File: src/rtl/mm_result_collector.sv
// mm_result_collector: captures a burst of packed 5x int8 result rows from the
// matrix-multiply array into a row buffer. Each row has optional per-lane ReLU
// and an overflow tag. When the burst ends, the frame is replayed in order over
// a ready/valid stream, with a last marker on the final row. The block also
// keeps sticky overflow and protocol-error status.
//
// Ports:
//   clk, reset_n            clock, async active-low reset
//   res_i/val_i/ov_i        incoming result row, valid strobe, overflow tag
//   relu_en                 clamp negative lanes to zero on capture
//   clr_i                   clears ovf_sticky_o and err_o
//   m_data_o/m_ovf_o        replayed row and its stored overflow tag
//   m_valid_o/m_ready_i     stream handshake
//   m_last_o                final row of the frame
//   busy_o                  capture or drain in progress
//   rows_o                  row count of the current or last frame
//   ovf_sticky_o, err_o     sticky status
module mm_result_collector #(
  parameter int unsigned DEPTH = 32,
  parameter int unsigned AW    = 5
) (
  input  logic            clk,
  input  logic            reset_n,
  input  logic [39:0]     res_i,
  input  logic            val_i,
  input  logic            ov_i,
  input  logic            relu_en,
  input  logic            clr_i,
  output logic [39:0]     m_data_o,
  output logic            m_ovf_o,
  output logic            m_valid_o,
  input  logic            m_ready_i,
  output logic            m_last_o,
  output logic            busy_o,
  output logic [AW:0]     rows_o,
  output logic            ovf_sticky_o,
  output logic            err_o
);

  localparam int unsigned DW    = 40;
  localparam int unsigned LANES = 5;
  localparam int unsigned RW    = DW + 1;

  typedef enum logic [1:0] {IDLE, CAPTURE, DRAIN} state_t;

  state_t          state;
  logic [AW-1:0]   rd_ptr;
  logic [RW-1:0]   mem [DEPTH];

  logic            wr_en;
  logic [AW-1:0]   wr_addr;
  logic            drop;
  logic [AW-1:0]   rd_addr;
  logic [RW-1:0]   rd_row;

  // Zero every lane whose sign bit is set when ReLU is enabled.
  function automatic logic [DW-1:0] relu_row(input logic [DW-1:0] r, input logic en);
    logic [DW-1:0] o;
    o = r;
    for (int i = 0; i < LANES; i++) begin
      if (en && r[8*i+7]) o[8*i +: 8] = 8'h00;
    end
    return o;
  endfunction

  // Write/drop decode for the incoming row.
  always_comb begin
    wr_en   = 1'b0;
    wr_addr = '0;
    drop    = 1'b0;
    case (state)
      IDLE: begin
        wr_en = val_i;
      end
      CAPTURE: begin
        if (rows_o < (AW+1)'(DEPTH)) begin
          wr_en   = val_i;
          wr_addr = rows_o[AW-1:0];
        end else begin
          drop = val_i;
        end
      end
      DRAIN: begin
        drop = val_i;
      end
      default: begin
        wr_en = 1'b0;
      end
    endcase
  end

  // The first load of a drain reads entry 0; later loads read the next entry.
  assign rd_addr = m_valid_o ? (rd_ptr + AW'(1)) : AW'(0);
  assign rd_row  = mem[rd_addr];

  // Row buffer: contents need no reset, and a frame is only read after it has been written.
  always_ff @(posedge clk) begin
    if (wr_en) mem[wr_addr] <= {relu_row(res_i, relu_en), ov_i};
  end

  // Control FSM with registered stream and status outputs.
  always_ff @(posedge clk or negedge reset_n) begin
    if (!reset_n) begin
      state        <= IDLE;
      rd_ptr       <= '0;
      rows_o       <= '0;
      m_data_o     <= '0;
      m_ovf_o      <= 1'b0;
      m_valid_o    <= 1'b0;
      m_last_o     <= 1'b0;
      busy_o       <= 1'b0;
      ovf_sticky_o <= 1'b0;
      err_o        <= 1'b0;
    end else begin
      // A set in the same cycle takes priority over clr_i.
      ovf_sticky_o <= (wr_en & ov_i) | (ovf_sticky_o & ~clr_i);
      err_o        <= drop | (err_o & ~clr_i);
      case (state)
        IDLE: begin
          if (val_i) begin
            rows_o <= (AW+1)'(1);
            state  <= CAPTURE;
            busy_o <= 1'b1;
          end
        end
        CAPTURE: begin
          if (!val_i) begin
            rd_ptr <= '0;
            state  <= DRAIN;
          end else if (wr_en) begin
            rows_o <= rows_o + (AW+1)'(1);
          end
        end
        DRAIN: begin
          if (!m_valid_o) begin
            m_data_o  <= rd_row[RW-1:1];
            m_ovf_o   <= rd_row[0];
            m_valid_o <= 1'b1;
            m_last_o  <= (rows_o == (AW+1)'(1));
          end else if (m_ready_i) begin
            if (m_last_o) begin
              m_valid_o <= 1'b0;
              m_last_o  <= 1'b0;
              state     <= IDLE;
              busy_o    <= 1'b0;
            end else begin
              m_data_o <= rd_row[RW-1:1];
              m_ovf_o  <= rd_row[0];
              rd_ptr   <= rd_ptr + AW'(1);
              m_last_o <= ((AW+1)'(rd_ptr) + (AW+1)'(2) == rows_o);
            end
          end
        end
        default: begin
          state  <= IDLE;
          busy_o <= 1'b0;
        end
      endcase
    end
  end

endmodule
File: config.mk
export PLATFORM = sky130hd
export DESIGN_NAME = mm_result_collector
export DESIGN_NICKNAME = d
export VERILOG_FILES = /design/src/rtl/mm_result_collector.sv
export SDC_FILE = /design/constraint.sdc
export NUM_CORES = 2
export LEC_CHECK = 0
export BUFFER_PORTS_ARGS = -buffer_cell sky130_fd_sc_hd__buf_2
export CORE_UTILIZATION = 70
export CTS_BUF_LIST = sky130_fd_sc_hd__clkbuf_8
export DETAILED_ROUTE_END_ITERATION = 10
export HOLD_SLACK_MARGIN = 0.15
export PLACE_DENSITY_LB_ADDON = 0.05
export SLEW_MARGIN = 0
export SYNTH_ARGS = -nofsm -noshare
export SYNTH_HDL_FRONTEND = slang
export SYNTH_SLANG_ARGS = --single-unit
export TNS_END_PERCENT = 50
File: constraint.sdc
create_clock -name clk -period 6.31 [get_ports clk]
set_input_delay 0.631 -clock clk [delete_from_list [all_inputs] [get_ports clk]]
set_output_delay 0.631 -clock clk [all_outputs]
set_load 0.01 [all_outputs]
# --- Word level (Yosys, flattened, before mapping) ---
# Memories as Yosys holds them, arrays and structs flattened.
# Index checks and enable logic that the tools add are counted.
totals:
  ff_bits: 59
  ram_bits: 1312
  output_inout_bits: 52
  elab_cells: 101
  mem_count: 1
op_classes:
  add_sub_neg: 3
  order_cmp: 1
  n_eq_ne: 14
  muxes: 51
  bitwise_logic: 7
  reduce_logical: 14
memory_table:
  columns: ["memory", "depth", "width", "rd", "rd_clocked_by_memory_dff", "wr", "line", "rtl"]
  rows:
  - ["mem", 32, 41, 1, 0, 1, "48", "logic [RW-1:0] mem [DEPTH];"]
op_table:
  columns: ["op", "count"]
  rows:
  - ["40-bit 2-to-1 mux", 3]
  - ["8-bit 2-to-1 mux", 10]
  - ["5-bit 2-to-1 mux", 7]
  - ["6-bit 2-to-1 mux", 3]
  - ["2-bit inequality test (second input constant)", 9]
  - ["1-bit 2-to-1 mux", 17]
  - ["5-bit AND reduction", 3]
  - ["6-bit case mux with 2 select lines", 1]
  - ["2-bit 2-to-1 mux", 5]
  - ["5-bit case mux with 2 select lines", 1]
  - ["5-bit by 2-bit adder with 6-bit output (second input constant)", 1]
  - ["6-bit by 1-bit adder with 6-bit output (second input constant)", 1]
  - ["6-bit by 1-bit == test with 1-bit output (second input constant)", 1]
  - ["6-bit == test", 1]
  - ["6-bit < comparator (second input constant)", 1]
  - ["2-bit case mux with 3 select lines", 1]
  - ["5-bit by 1-bit adder with 5-bit output (second input constant)", 1]
  - ["1-bit logical AND", 5]
  - ["1-bit case mux with 2 select lines", 2]
  - ["4-bit AND reduction", 1]
  - ["2-bit nonzero test", 2]
  - ["1-bit bitwise AND", 3]
  - ["1-bit case mux with 3 select lines", 1]
  - ["3-bit AND reduction", 1]
  - ["other kinds (7)", 9]

# --- Longest topological paths before layout ---
depth:
  ltp_word: 6
  mapped_depth: 11
  ltp_nobuf: 7

# --- Least setup slack after synthesis ---
# OpenSTA, ideal clock, no wires.
synth_timing:
  kind: "register to register"
  start: "register state[1]"
  end: "memory mem[0][0] in the netlist's numbering (enable)"
  setup_time_ps: 453
  arrival_ps: 3519
  setup_slack_ps: 2338
  stages_incl_launch_ff: 8
  path_buffers: 1
  period_less_slack_ps: 3972
  path_cell_list: "dfrtp_1 -> inv_1 -> ha_1 -> nor2b_1 -> clkbuf_1 -> o21a_1 -> nand2_1 -> a21oi_1"
synth_via:
  elab_chain_len: 4
synth_rtl:
  columns: ["item", "line", "rtl"]
  rows:
  - ["start: declaration", "46", "state_t state;"]
  - ["start signal: assignment", "104", "state <= IDLE;"]
  - ["start signal: assignment", "122", "state <= CAPTURE;"]
  - ["start signal: assignment", "129", "state <= DRAIN;"]
  - ["2-bit by 1-bit == test with 1-bit output / 2-bit logical NOT (equally long branches)", "71", "case (state)"]
  - ["1-bit case mux with 2 select lines", "71", null]
  - ["1-bit 2-to-1 mux", "98", "if (wr_en) mem[wr_addr] <= {relu_row(res_i, relu_en), ov_i};"]
  - ["1-bit 2-to-1 mux (implied by the code)", "98", null]
  - ["end: declaration", "48", null]
# Several ways; a longest one is shown, not always the timed one.

# --- Worst setup path in the final report ---
layout_timing:
  start: "register state[1]"
  end: "memory mem[26][29] in the netlist's numbering (enable)"
# Same word-level chain as after synthesis.

==> flow_summary.yaml <==
sta:
  period_share_pct: 72.29
  fin_crit_ps: 4561
  final-setup-viol-count: 0
  rsz0062_at_grt: "false"
  slew_viol_final: 0
  whs_ps: 240.8
  fmax_mhz: 219.2
  finalHoldViolations: 0
  worst_pin_slew_ps: 1389
  slew_headroom_pct: 7.154
  clock_skew_ps: 51.23
  fin_setup_tns_ps: 0
critical_path:
  cp_max_fo: 30
  reg2reg_depth: 6
  worstSetupPathType: "flip-flop to flip-flop"
  critPathMaxStageDelay_ps: 1190
  start_kind: "flip-flop"
  crit_slowest_cell: "nor2_4"
  crit_chain: "inv_1 -> ha_1 -> nor2b_1 -> nand4b_1 -> nor2_4 -> buf_4"
  arrival_ps: 5110
  cp.required_ps: 6860
  cp-end-kind: "flip-flop"
clock_tree:
  cts.clk_slew.worst_paths_ps: 60
  cts_tree: "yes"
  cts_setup_buffers: 0
  clock_path_buffers: 3
  htreeDepth: 4
  cts_buffers: 207
  clk_latency_ps: 880
  cts-root-buf: "clkbuf_8"
  clock-sinks: 1371
detailed_routing:
  antenna_left: 0
  vias_per_cell: 7.064
  drt_iter0_drc: 4669
  wl_per_cell_um: 30.26
  finalWirelength_um: 142400
  vias: 33240
  drc_errors: 0
  drt_first_pass_iters: 6
logic_synthesis:
  async_flop_share_pct: 4.303
  syn_inst: 3347
  yosysTopAreaCellShare_pct: 72.88
  synth_common_cells: "1,312 x edfxtp_1, 281 x nand2_1, 141 x clkbuf_1"
  yosys-top-cells-area: "edfxtp_1 73%, mux4_2 3.5%, dfrtp_1 2.7%"
  ys_ff_latch: 1371
  synthDistinctLibCells: 71
  synth_top_cell_by_area: "edfxtp_1"
  avgSynthCellArea_um2: 16.15
  yosysMostFrequentCell: "edfxtp_1"
  synth_edf_count: 1312
  syn_nets: 3401
  syn_area_um2: 54060
  synthFlopType: "edfxtp_1"
  synth-seq-area-share_pct: 75.61
  ys_warn_count: 0
floorplanning:
  core_um2: 76200
  dieHeight_um: 279.9
  start_util_pct: 70.94
  dieArea_um2: 78340
  die_w_um: 279.9
  io_pins: 99
  rows: 101
finish:
  drive_gt1_share_pct: 18.62
  areaGrowthSynthToFinish_pct: 10.69
  fillers: 4224
  stdcell_area_um2: 59840
  post-route-util_pct: 78.52
  nets: 3559
  instances_no_fill: 4705
worst_hold_path:
  hp-class: "input port to flip-flop"
  holdPathStages: 2
placed_design:
  gp_congestion: 0.8716
  io_buffer_count: 98
  placed_area_um2: 55950
  dp_cells: 4321
  dp_hpwl_um: 79850
power_and_ir_drop:
  power_density_nw_per_um2: 367.1
  p_leak_nw: 19.63
  max-vdd-ir-drop_v: 0.0002470
grt:
  grt_antenna_before_repair: 3
  grt_pass1_wl_um: 208600
  first_global_vias: 32700
  grt_max_degree: 153
  grt.overflow.total: 0
  grt_usage_pct: 36.96
flow_run:
  drv_cap: 0
status:
  status: "finished clean"
[state kept, by name (all words and copies together) (netlist names)]
name / flops
m_ovf_o: 1
m_data_o: 40
ovf_sticky_o: 1
rows_o: 6
m_valid_o: 1
err_o: 1
busy_o: 1
mem: 1312
m_last_o: 1
state: 2
rd_ptr: 5
[worst paths after layout]
kind / start / to / slack, ps
min in group asynchronous: reset_n / m_data_o[37] / 560
max reg2reg: state[1] / mem[26][29] / 1750
max in group asynchronous: reset_n / rd_ptr[0] / 4890
min reg2reg: m_ovf_o / m_ovf_o / 530
max: state[1] / mem[26][29] / 1750
min: res_i[13] / mem[17][14] / 240
[layout make-up]
type                            instances  area, um2  share of cell area [%]
Sequential cell                      1371      40880                   68.32
Multi-Input combinational cell       1711      12440                   20.79
Clock buffer                          221       3042                   5.083
Timing Repair Buffer                  198       1331                   2.225
Tap cell                             1030       1289                   2.154
Clock inverter                        156      788.3                   1.317
Inverter                               16      61.31                  0.1025
Antenna cell                            2      5.005                0.008364
[kinds of logic after synthesis]
family,count (synthesis),share of synthesized area [%]
mux,199,5.786
fa+ha+maj,7,0.1620
buf+inv,265,2.095
xor+xnor,10,0.1759
compound gates,768,9.901
flops,1371,75.61
simple gates,727,6.270
[metrics by stage]
stage / power, mW / worst slack [ps]
final: 21.96 / 1749
after global routing: 22.64 / 1532
after CTS: 21.91 / 1769
after detailed placement: 15.29 / 1781
after global placement: 15.16 / 1918
after floorplan: 13.75 / 2338
[critical path, delay by kind of cell (launching register included)]
| family | cells | cell delay, ps |
|---|---|---|
| AND/OR/NAND/NOR | 3 | 2860 |
| buffers and inverters | 2 | 500 |
| adder cells (fa/ha/maj) | 1 | 460 |
| flip-flops | 1 | 410 |
[layer usage]
metal,vias to the layer above,share of wire (%),global-route usage [%]
li1,13800,-,-
met1,16510,36,50.06
met2,2494,48,57.96
met3,441,12,7.415
met4,0,5.0,19.01
met5,-,0,0
[repair_timing]
| action | 4_1_cts | 5_1_grt |
|---|---|---|
| hold buffers | 5 | 0 |
| gates resized for setup | 0 | 0 |
| hold endpoints to repair | 66 | 0 |
[cell usage in the layout, fill, tap and decap left out, drive strengths merged, types with 10 or more instances in the layout]
cell     Yosys  final
buf        108    193
nor3        77     77
a31o        13     13
clkinv       0     78
o22ai      119    119
o32a        16     16
and2        37     37
a221o       25     25
nand4       15     15
and3        23     23
inv         16     88
a22o        22     22
a211oi      75     75
o221ai      39     39
mux2        68     68
a221oi      18     18
o21ai      138    138
mux2i       47     47
a31oi       31     31
nor2       102    102
nand3      109    109
dfrtp       59     59
o221a       16     16
nand2      281    281
o2111ai     12     12
a22oi       25     25
o311ai      10     10
o211ai      30     30
a21oi      111    111
a311oi      40     40
clkbuf     141    221
nor2b       45     45
mux4        84     84
edfxtp    1312   1312
[where the power goes]
group | leakage, nW | switching, mW | internal (mW)
Clock | 2.20 | 3.38 | 3.36
Sequential | 12.6 | 0.238 | 10.3
Combinational | 4.80 | 2.98 | 1.66
(Power assumes the default switching activity.)
